==> src/rtl/fetch_pkg.sv <==
// Shared defaults and queue-entry layout for the decoupled fetch unit.
package fetch_pkg;

  localparam int INSTR_W_DEF = 16;
  localparam int ADDR_W_DEF  = 16;
  localparam logic [ADDR_W_DEF-1:0] RESET_PC_DEF = '0;
  localparam int ENTRY_W_DEF = INSTR_W_DEF + ADDR_W_DEF;

  // Queue entry as stored: instruction in the upper bits, its PC+1 below.
  typedef struct packed {
    logic [INSTR_W_DEF-1:0] instr;
    logic [ADDR_W_DEF-1:0]  pcPlus1;
  } fetchEntry_t;

  function automatic int entryWidth(input int instrW, input int addrW);
    return instrW + addrW;
  endfunction

endpackage

==> src/rtl/fetch_queue_fifo.sv <==
// Synchronous prefetch FIFO: DEPTH x WIDTH, push/pop/clear, head masked to 0 when empty.
module fetch_fifo
  import fetch_pkg::*;
#(
  parameter int DEPTH = 4,
  parameter int WIDTH = ENTRY_W_DEF,
  localparam int PTR_W = $clog2(DEPTH),
  localparam int CNT_W = PTR_W + 1
) (
  input  logic             clk,
  input  logic             reset,
  input  logic             push,
  input  logic [WIDTH-1:0] pushData,
  input  logic             pop,
  input  logic             clear,
  output logic [CNT_W-1:0] count,
  output logic [WIDTH-1:0] head,
  output logic             valid
);

  logic [WIDTH-1:0] mem [DEPTH];
  logic [PTR_W-1:0] wrPtrReg;
  logic [PTR_W-1:0] rdPtrReg;
  logic [CNT_W-1:0] countReg;
  logic             pushEn;
  logic             popEn;

  assign valid  = (countReg != '0);
  assign pushEn = push && !clear && (countReg != CNT_W'(DEPTH));
  assign popEn  = pop && !clear && valid;

  always_ff @(posedge clk) begin
    if (pushEn) begin
      mem[wrPtrReg] <= pushData;
    end
  end

  always_ff @(posedge clk or posedge reset) begin
    if (reset) begin
      wrPtrReg <= '0;
      rdPtrReg <= '0;
      countReg <= '0;
    end else if (clear) begin
      wrPtrReg <= '0;
      rdPtrReg <= '0;
      countReg <= '0;
    end else begin
      if (pushEn) wrPtrReg <= wrPtrReg + PTR_W'(1);
      if (popEn)  rdPtrReg <= rdPtrReg + PTR_W'(1);
      case ({pushEn, popEn})
        2'b10:   countReg <= countReg + CNT_W'(1);
        2'b01:   countReg <= countReg - CNT_W'(1);
        default: countReg <= countReg;
      endcase
    end
  end

  // Masking keeps the head outputs at zero after reset and whenever the queue is empty.
  assign head  = valid ? mem[rdPtrReg] : '0;
  assign count = countReg;

endmodule

==> src/rtl/fetch_queue.sv <==
// Decoupled fetch unit: owns the PC, issues 1-cycle imem requests, buffers results in a prefetch queue.
// Optional request/flush statistics are built when FETCH_STATS_EN is defined.
module fetch_queue
  import fetch_pkg::*;
#(
  parameter int INSTR_W = INSTR_W_DEF,
  parameter int ADDR_W  = ADDR_W_DEF,
  parameter int DEPTH   = 4,
  parameter logic [ADDR_W-1:0] RESET_PC = ADDR_W'(RESET_PC_DEF)
) (
  input  logic                     clk,
  input  logic                     reset,
  output logic                     imem_req,
  output logic [ADDR_W-1:0]        imem_addr,
  input  logic [INSTR_W-1:0]       imem_rdata,
  input  logic                     redirect_valid,
  input  logic [ADDR_W-1:0]        redirect_pc,
  input  logic                     halt,
  output logic                     instr_valid,
  input  logic                     instr_ready,
  output logic [INSTR_W-1:0]       instr,
  output logic [ADDR_W-1:0]        instr_pcplus1,
  output logic [$clog2(DEPTH):0]   count,
  output logic [31:0]              fetch_cnt,
  output logic [31:0]              flush_cnt
);

  localparam int CNT_W   = $clog2(DEPTH) + 1;
  localparam int ENTRY_W = entryWidth(INSTR_W, ADDR_W);

  logic [ADDR_W-1:0]  pcReg;
  logic               inflightReg;
  logic [ADDR_W-1:0]  inflightPcPlus1Reg;
  logic [CNT_W:0]     occupancy;
  logic               issue;
  logic               pushEn;
  logic               popEn;
  logic [ENTRY_W-1:0] headEntry;

  // Slots are reserved at issue time, so a returning fetch always finds room.
  assign occupancy = {1'b0, count} + (CNT_W+1)'(inflightReg);
  assign issue     = !reset && !redirect_valid && !halt && (occupancy < (CNT_W+1)'(DEPTH));
  assign pushEn    = inflightReg && !redirect_valid;
  assign popEn     = instr_valid && instr_ready && !redirect_valid;

  assign imem_req  = issue;
  assign imem_addr = pcReg;

  always_ff @(posedge clk or posedge reset) begin
    if (reset) begin
      pcReg              <= RESET_PC;
      inflightReg        <= 1'b0;
      inflightPcPlus1Reg <= '0;
    end else begin
      inflightReg <= issue;
      if (issue) inflightPcPlus1Reg <= pcReg + ADDR_W'(1);
      if (redirect_valid)  pcReg <= redirect_pc;
      else if (issue)      pcReg <= pcReg + ADDR_W'(1);
    end
  end

  fetch_fifo #(
    .DEPTH (DEPTH),
    .WIDTH (ENTRY_W)
  ) uFifo (
    .clk      (clk),
    .reset    (reset),
    .push     (pushEn),
    .pushData ({imem_rdata, inflightPcPlus1Reg}),
    .pop      (popEn),
    .clear    (redirect_valid),
    .count    (count),
    .head     (headEntry),
    .valid    (instr_valid)
  );

  assign {instr, instr_pcplus1} = headEntry;

`ifdef FETCH_STATS_EN
  logic [31:0] fetchCntReg;
  logic [31:0] flushCntReg;
  logic        discard;

  // A fetch still in flight when the redirect lands is counted as flushed too.
  assign discard = redirect_valid && inflightReg;

  always_ff @(posedge clk or posedge reset) begin
    if (reset) begin
      fetchCntReg <= '0;
      flushCntReg <= '0;
    end else begin
      if (issue) fetchCntReg <= fetchCntReg + 32'd1;
      if (redirect_valid) flushCntReg <= flushCntReg + 32'(count) + 32'(discard);
    end
  end

  assign fetch_cnt = fetchCntReg;
  assign flush_cnt = flushCntReg;
`else
  assign fetch_cnt = '0;
  assign flush_cnt = '0;
`endif

endmodule
==> config.mk <==
export PLATFORM = sky130hd
export DESIGN_NAME = fetch_queue
export DESIGN_NICKNAME = d
export VERILOG_FILES = /design/src/rtl/fetch_pkg.sv /design/src/rtl/fetch_queue_fifo.sv /design/src/rtl/fetch_queue.sv
export SDC_FILE = /design/constraint.sdc
export NUM_CORES = 1
export LEC_CHECK = 0
export ABC_AREA = 1
export BUFFER_PORTS_ARGS = -buffer_cell sky130_fd_sc_hd__buf_4
export CORE_UTILIZATION = 25
export DETAILED_ROUTE_END_ITERATION = 7
export GPL_ROUTABILITY_DRIVEN = 0
export PLACE_DENSITY = 0.53
export SLEW_MARGIN = 5
export SYNTH_ARGS = -nofsm -noshare
export SYNTH_HDL_FRONTEND = slang
export SYNTH_SLANG_ARGS = --single-unit
==> constraint.sdc <==
create_clock -name clk -period 2.7 [get_ports clk]
set_input_delay 0.675 -clock clk [delete_from_list [all_inputs] [get_ports clk]]
set_output_delay 0.675 -clock clk [all_outputs]
set_load 0.05 [all_outputs]
==> results of run 1 <==
-- state kept, by name, indices dropped and copies added, names as in the netlist --
register,flops
uFifo.mem,128
uFifo.rdPtrReg,2
imem_addr,16
uFifo.count,3
inflightReg,1
inflightPcPlus1Reg,16
uFifo.wrPtrReg,2
-- placed cells by master (no fill, tap or decap), types with 2 or more instances in the layout --
| cell | instances |
|---|---|
| nor2_1 | 137 |
| edfxtp_1 | 128 |
| buf_4 | 97 |
| nand2_1 | 96 |
| conb_1 | 64 |
| o21ai_0 | 63 |
| dfrtp_1 | 38 |
| inv_1 | 26 |
| nand3_1 | 25 |
| a21oi_2 | 19 |
| clkbuf_16 | 18 |
| o21ai_1 | 14 |
| a21oi_4 | 12 |
| inv_6 | 9 |
| nand3_2 | 7 |
| inv_2 | 7 |
| nor2_4 | 6 |
| buf_12 | 6 |
| nand2_2 | 5 |
| a21oi_1 | 5 |
| ha_1 | 5 |
| nand2_4 | 3 |
| nor2_2 | 3 |
| nor3_4 | 3 |
| clkinv_2 | 2 |
| nand3_4 | 2 |
| xnor2_1 | 2 |
| xor2_1 | 2 |
| nand4_1 | 2 |
| o211ai_1 | 2 |
| inv_4 | 2 |
| bufinv_16 | 2 |
| dfrtp_2 | 2 |
-- worst register-to-register path: stages (launching register included) --
cell and delay [ns]:
dfrtp_1 0.46, nor2_2 0.09, nand2_1 0.10, nand2_4 0.12, inv_4 0.11, nor2_4 0.05, fa_1 0.37, xnor2_1 0.17
o21bai_1 0.13, nand2_1 0.06, nand2_1 0.06, nand2_1 0.04
-- per-stage QoR --
step	TNS, ns	worst slack, ns
final	0	0.156
after global routing	0	0.00936
after CTS	0	0.0229
after detailed placement	0	0.381
after global placement	0	0.424
after floorplan	-17.94	-0.140
-- power by group through the flow --
stage          Combinational (mW)  Clock (mW)  Sequential [mW]
2_1_floorplan                2.26           0             3.30
3_5_place_dp                 3.22           0             3.22
3_3_place_gp                 3.20           0             3.22
5_1_grt                      3.50        2.59             3.20
6_report                     3.25        2.43             3.17
4_1_cts                      3.22        2.50             3.17
-- worst min-delay path by stage --
stage,to,cells after the start
2_1_floorplan,uFifo.mem[0][0],0
5_1_grt,uFifo.mem[1][29],1
3_3_place_gp,uFifo.mem[1][7],0
3_5_place_dp,uFifo.mem[1][7],0
4_1_cts,imem_addr[7],3
6_report,uFifo.count[1],3
-- cell type report --
cell class,instances,share of cell area [%]
Timing Repair Buffer,106,9.61
Clock buffer,17,4.48
Multi-Input combinational cell,484,26.4
Inverter,37,1.61
Sequential cell,168,51.1
Tap cell,390,5.14
Clock inverter,15,1.70
-- metal layers --
layer / part of all wire [%] / wire length (um)
met5: 0 / 0
met4: 0.75 / 129
met3: 4.8 / 826
met2: 46 / 7910
met1: 48 / 8310
-- cells by family (layout without fill, tap and decap cells) --
kind of cell,Yosys count,count (layout),synth area share [%]
flip-flops,168,168,63.1
buffers and inverters,130,175,10.4
AND/OR/NAND/NOR,293,293,17.1
AO/OA/AOI/OAI,117,117,7.83
XOR/XNOR,4,4,0.457
other,1,64,0.0489
adder cells (fa/ha/maj),6,6,1.08
-- what timing repair did --
item | 4_1_cts | 5_1_grt
hold endpoints to repair | 0 | 0
hold buffers | 0 | 0
gates resized for setup | 0 | 5
setup endpoints to repair | 0 | 22
==> impl.org, run 1 <==
** Timing
- Clock skew on the completed layout was measured at 0.0114 ns.
- Worst slew pin tran :: between 0.5 and 0.6 ns
- Setup repair after global routing missed its margin :: no
- Max_slew headroom :: 65.5%
- In the finished design, the share of the clock period the worst path needs comes to 94.2%.
- The routed design could run at a clock period as short as around 2.5 ns.
- F_max :: between 0.3 and 0.4 GHz
- The max-slew violation total from the final report is 0.
- Number of hold violations in the final report :: 0
- Setup violations remaining at the end of the flow were counted as 0.
- Minimum hold slack :: 0.405 ns

** Flow run
- Max cap viols :: 0

** Logic synthesis
- Post-synthesis instance area :: 7670 um^2
- Yosys mapped the design onto 39 distinct sky130hd cell types.
- Most common cell in the synthesized netlist :: nor2_1
- Summing the sequential cell areas from Yosys gives 63.1% of the chip area.
- Largest cells by area after synthesis :: edfxtp_1 50%, dfrtp_1 13%, nor2_1 6.9%, buf_4 6.7%, nand2_1 4.7%
- Most instantiated flip-flop cell in the synthesis netlist :: edfxtp_1
- Avg Cell Area, Syn :: 10.7 um^2
- Synth top area share :: around 50%
- The Yosys step of the flow raised 0 warnings.
- Yosys top cell by area :: edfxtp_1
- Share of flip-flops with an asynchronous set or reset :: 23.8%
- Sorting the synthesized cells by how often they occur yields 141 x nor2_1, 128 x edfxtp_1, 97 x nand2_1, 69 x buf_4, 64 x o21ai_0.
- Post-synth EDFFs :: about 130
- Counting flops and latches in the post-synthesis netlist gives 168.
- Cells after Synth :: a little over 700

** Finish
- # nets final :: between 800 and 900
- The area growth from synthesis to layout is 23.7%.
- The number of antenna diodes in the final layout is 0.
- Once layout is complete, the cells apart from fillers number around 1200.
- Area taken by multi-input logic gates :: 2510 um^2
- The sequential cells in the finished layout cover a total of 4850 um^2.
- Fraction of layout instances using a drive strength above 1 :: 25.8%
- Final Instance Area :: 9490 um^2
- Final core utilization :: 31.7%
- The layout has 3063 filler cells.

** Floorplan
- The die covers 31400 um^2.
- Count of boundary I/O pins :: 154
- The initial utilization of the core area, before any placement, comes to 25.6%.
- Floorplan die width :: 177 um
- Height of the die :: 177 um
- After floorplanning, the core was divided into 63 placement rows.
- The core region is 30000 um^2.

** Worst setup path
- The worst setup path is launched from a register.
- Kind of cell with the highest combined delay on the critical path :: buffers and inverters
- At the worst endpoint, the required time is 2.03 ns.
- Cell depth of the worst setup path :: 6
- Data arrival time at the worst-slack endpoint :: between 1.5 and 2 ns
- Highest-delay cell along the critical path :: dfrtp_1
- Setup CP Type :: register to output pin
- Endpoint of the worst-slack reg-to-reg timing path :: uFifo.count[2]
- In this run the worst setup path terminates at instr_pcplus1[1].
- List of cells traversed by the critical path :: nor2_2 -> nand2_2 -> inv_2 -> clkbuf_16 -> a21oi_2 -> buf_4
- CP endpoint kind :: output pin
- Worst reg2reg setup slack :: 0.85 ns
- In this run the worst path has a maximum fanout of 16.
- Worst path bufs/invs :: 3
- The most critical setup path has its startpoint at uFifo.count[1].
- For this run, the slowest stage of the critical path takes 0.45 ns.
- Worst flop-to-flop path startpoint :: uFifo.count[1]
- Number of cells traversed by the worst register-to-register path :: 11

** CTS
- Clock tree from TritonCTS :: done
- Post-CTS setup-driven buffer insertion count :: 0
- CTS built an H-tree with a depth of 4.
- Clock slew seen by the registers of the worst setup and hold paths :: 0.07 ns
- Clock Root Buffer :: clkbuf_16
- The clock drives 168 sinks.
- Maximum count of clock buffers along a single path :: 2
- Number of CTS-inserted buffers :: 17
- Clock latency reported for the late side of the worst-skew pair :: roughly 0.42 ns

** Pwr
- VDD sags by at most 0.000375 V.
- The share of total power dissipated in combinational logic is approximately 37%.
- Power per cell area :: 931 nW/um^2
- The clock network is responsible for between 20% and 30% of the overall power.
- Switching component of the power :: 3.55 mW
- In this run switching power makes up a little over 40% of total power.
- The analysis attributes to cell leakage a power of 3.80 nW.
- Power after layout :: 8.84 mW
- Cell Int Power :: about 5.3 mW
- Per report_power, the sequential group accounts for 35.8% of the total.

** Global routing
- Overflow left after global routing :: 0
- In the global route stage, overall resource usage came out at 11.4%.
- The initial antenna violation count was 0.
- Routing usage on met3 :: 3.20%
- GR Layer Usage met2 :: 18.4%
- Vias in the first global route :: approximately 4800
- Largest net degree at the start of global routing :: 42
- Met1 GRT Util :: 14.8%
- met2 is the most crowded layer.
- The first global-routing pass estimated roughly 27000 um of wire.

** Route
- Number of search-and-repair iterations in the first detailed-routing pass :: 4
- The final route contains 4967 vias.
- DRT Wirelength :: 17200 um
- Drt drc :: 0
- Dividing the detail-routed via count by the number of cells gives 4.08.
- In this run, the number of DRC markers left after iteration 0 of detailed routing was 288.
- After detailed routing, the average wire length per cell comes to between 10 and 15 um.
- The detail route stage leaves a number of antenna-violating nets equal to 0.

** Worst hold path
- The path class of the tightest hold or removal check is input pin to async pin.

** Placement
- DP HPWL :: 10900 um
- Number of buffers added on ports :: between 80 and 90
- Instance area after placement :: 8870 um^2
- Including well taps, the total number of placed cells is 1184.

** Outcome
- Run status :: complete, no violations
Power figures use the tool's default switching activity.
==> run 2: changes to the inputs <==
- CORE_UTILIZATION: 25 -> 40
- PLACE_DENSITY: 0.53 -> 0.71
==> impl.org, run 2 (synthesized netlist as in run 1, its figures left out) <==
** Finish
- Final Instance Area :: 9290 um^2 (-2.2%)
- Seq. cell area :: 4850 um^2 (unchanged)
- Register containing the most flip-flops in the final layout :: uFifo.mem
- Fill cells :: 1662 (-46%)
- Number of flip-flops in the largest register :: 128 (unchanged)
- Leaving out fill and tap cells, the most frequent cells in the layout are 137 x nor2_1, 128 x edfxtp_1, 96 x nand2_1.
- The fraction of layout cells with a size suffix above 1 was 25.5% (-0.24 points).
- The number of nets in the layout is 853 (-0.47%).
- The final cell count without fillers is 1057 (-13%).
- Post-synthesis to final-layout area growth :: 21.0%
- The utilization after layout came to 49.5% (+18 points).
- Most common cell after layout, fill and taps aside :: nor2_1
- The number of antenna cells inserted is 0 (unchanged).
- Area taken by multi-input logic gates :: 2510 um^2 (unchanged)

** Route
- The post-route DRC violation count was 0 (unchanged).
- The initial detailed-routing violation count was 264 (-8.3%).
- The iteration count of the initial detailed-routing pass came to 4 (unchanged).
- The number of antenna-violating nets in the routed design was 0 (unchanged).
- The number of vias per cell came to 4.75 (+16%).
- The average routed wire per standard cell is 14.3 um (+1.6%).
- The total wirelength of the detailed-routed design was 15100 um (-12%).
- Routed vias :: 5018 (+1.0%)

** Global routing
- The initial antenna violation count is 0 (unchanged).
- The global-route wire length before repair was 24400 um (-8.5%).
- The pin count of the biggest net entering global routing was 46 (+9.5%).
- Overflow left after global routing :: 0 (unchanged)
- The global-route total usage across every layer came to 16.2% (+4.9 points).
- The via count of the first global-routing pass came to 4619 (-4.1%).

** Floorplan
- Core ar. :: 18800 um^2 (-37%)
- Row Count :: 50 (-21%)
- Initial core utilization :: 40.9% (+15 points)
- Count of boundary I/O pins :: 154 (unchanged)
- The overall die area was 19700 um^2 (-37%).
- The horizontal die dimension was 141 um (-21%).
- The vertical die dimension is 141 um (-21%).

** Timing
- Clock tree skew after final layout :: 0.00714 ns (-0.00427 ns)
- Time the worst path needs with I/O delays and setup :: 2.57 ns (+0.0236 ns)
- Worst slew pin tran :: 0.504 ns (-0.0135 ns)
- The relative slew slack is 66.4% (+0.90 points).
- The max-slew violation total from the final report was 0 (unchanged).
- Final clock period utilization by the worst path :: 95.1% (+0.87 points)
- Minimum hold slack :: 0.400 ns (-0.00467 ns)
- The total count of hold-check failures in the final report is 0 (unchanged).
- F_max :: 0.389 GHz (-0.92%)
- Setup repair after global routing left no endpoint under its margin.
- Endpoints failing setup :: 0 (unchanged)

** Worst setup path
- The startpoint identified for the worst register-to-register timing path is uFifo.count[1].
- The required time reported for the critical path endpoint was 2.03 ns (about the same).
- Kind of start point of the critical path :: register
- In this run the critical register-to-register path is captured at uFifo.count[2].
- The slack of the worst reg-to-reg path came to 0.84 ns (about the same).
- Setup CP Type :: register to output pin
- The arrival time at the worst endpoint is 1.89 ns (+0.02 ns).
- CP endpoint kind :: output pin
- The maximum fanout along the worst path was 45 (+29).
- Number of cells traversed by the worst register-to-register path :: 11 (unchanged)

** Placement
- The count of placed standard cells including taps is 1025 (-13%).
- DP HPWL :: 9560 um (-12%)
- The area of placed instances came to 8660 um^2 (-2.3%).
- The quantity of I/O buffers inserted on ports is 89 (unchanged).

** Outcome
- The run finished with clean final reports.

** Pwr
- Power per cell area :: 945 nW/um^2 (+1.5%)
- Combinational fraction of design power :: 35.6% (-1.1 points)
- The cell internal power dissipation was 5.34 mW (+0.92%).
- Clock share of power :: 28.3% (+0.8 points)
- The net switching share of the total power was 39.2% (-1.0 points).
- Switching component of the power :: 3.44 mW (-3.3%)
- Worst VDD drop :: 0.000475 V (+26%)
- The sequential fraction of design power is 36.1% (+0.3 points).
- Total leakage power :: 3.79 nW (-0.25%)
- Power after layout :: 8.77 mW (-0.77%)

** CTS
- The clock transition at the registers of the reported paths is 0.06 ns (about the same).
- The number of sinks driven by the clock tree was 168 (unchanged).
- Count of H-tree levels built during CTS :: 4 (unchanged)
- The clock tree buffer depth was 2 (unchanged).
- CTS placed an instance of clkbuf_16 at the clock tree root.
- Clock latency reported for the late side of the worst-skew pair :: 0.42 ns (about the same)
- Clock tree from TritonCTS :: done
- The number of buffers inserted during clock tree synthesis is 17 (unchanged).

** Flow run
- Max cap viols :: 0 (unchanged)

** Worst hold path
- Kind of path behind the tightest hold check :: input pin to async pin
[run 2: changes by cell type in the layout (fill, tap and decap cells not counted), sizes merged]
cell / change
buf: -4
inv: -2
bufinv: +1
clkinv: +1
[run 2: timing repair]
action	in CTS	in global routing
hold buffers	0	0
endpoints found under the setup margin	0	22
buffers inserted	0	0
resized for setup	0	4
[run 2: worst max path at each step]
stage	from	endpoint
after floorplan	redirect_valid	uFifo.mem[2][0]
after global placement	redirect_valid	uFifo.count[2]
after global routing	uFifo.rdPtrReg[0]	instr_pcplus1[14]
after detailed placement	redirect_valid	uFifo.count[2]
after CTS	uFifo.rdPtrReg[0]	instr[10]
final	uFifo.rdPtrReg[0]	instr[10]
[run 2: critical path: stages (launching register included)]
cell	delay, ns
dfrtp_2	0.41
clkbuf_8	0.33
nor2_1	0.09
nor2_1	0.08
o21ai_0	0.17
a21oi_4	0.18
buf_4	0.20
[run 2: routing by layer]
metal	track usage (%)	vias to the layer above	share of wire (%)
met5	0	-	0
met4	6.01	0	1.6
met3	3.83	19	5.3
met2	25.9	137	47
met1	21.6	2389	46
li1	-	2473	-
[run 2: power groups by stage]
stage / clock network (mW) / logic, mW / registers [mW]
after floorplan: 0 / 2.26 / 3.30
after global placement: 0 / 3.11 / 3.21
after detailed placement: 0 / 3.15 / 3.22
after CTS: 2.54 / 3.15 / 3.16
after global routing: 2.64 / 3.33 / 3.19
final: 2.48 / 3.12 / 3.17
[run 2: per-stage QoR]
step	setup slack, ns	TNS (ns)
global route	0.00705	0
floorplan	-0.140	-17.94
finish	0.132	0
CTS	0.00833	0
global placement	0.423	0
detailed placement	0.398	0
[run 2: final cells by class]
type / instances / area share (%)
Inverter: 37 / 1.64
Tap cell: 234 / 3.15
Clock inverter: 15 / 2.02
Timing Repair Buffer: 102 / 9.39
Clock buffer: 17 / 4.58
Sequential cell: 168 / 52.2
Multi-Input combinational cell: 484 / 27.0
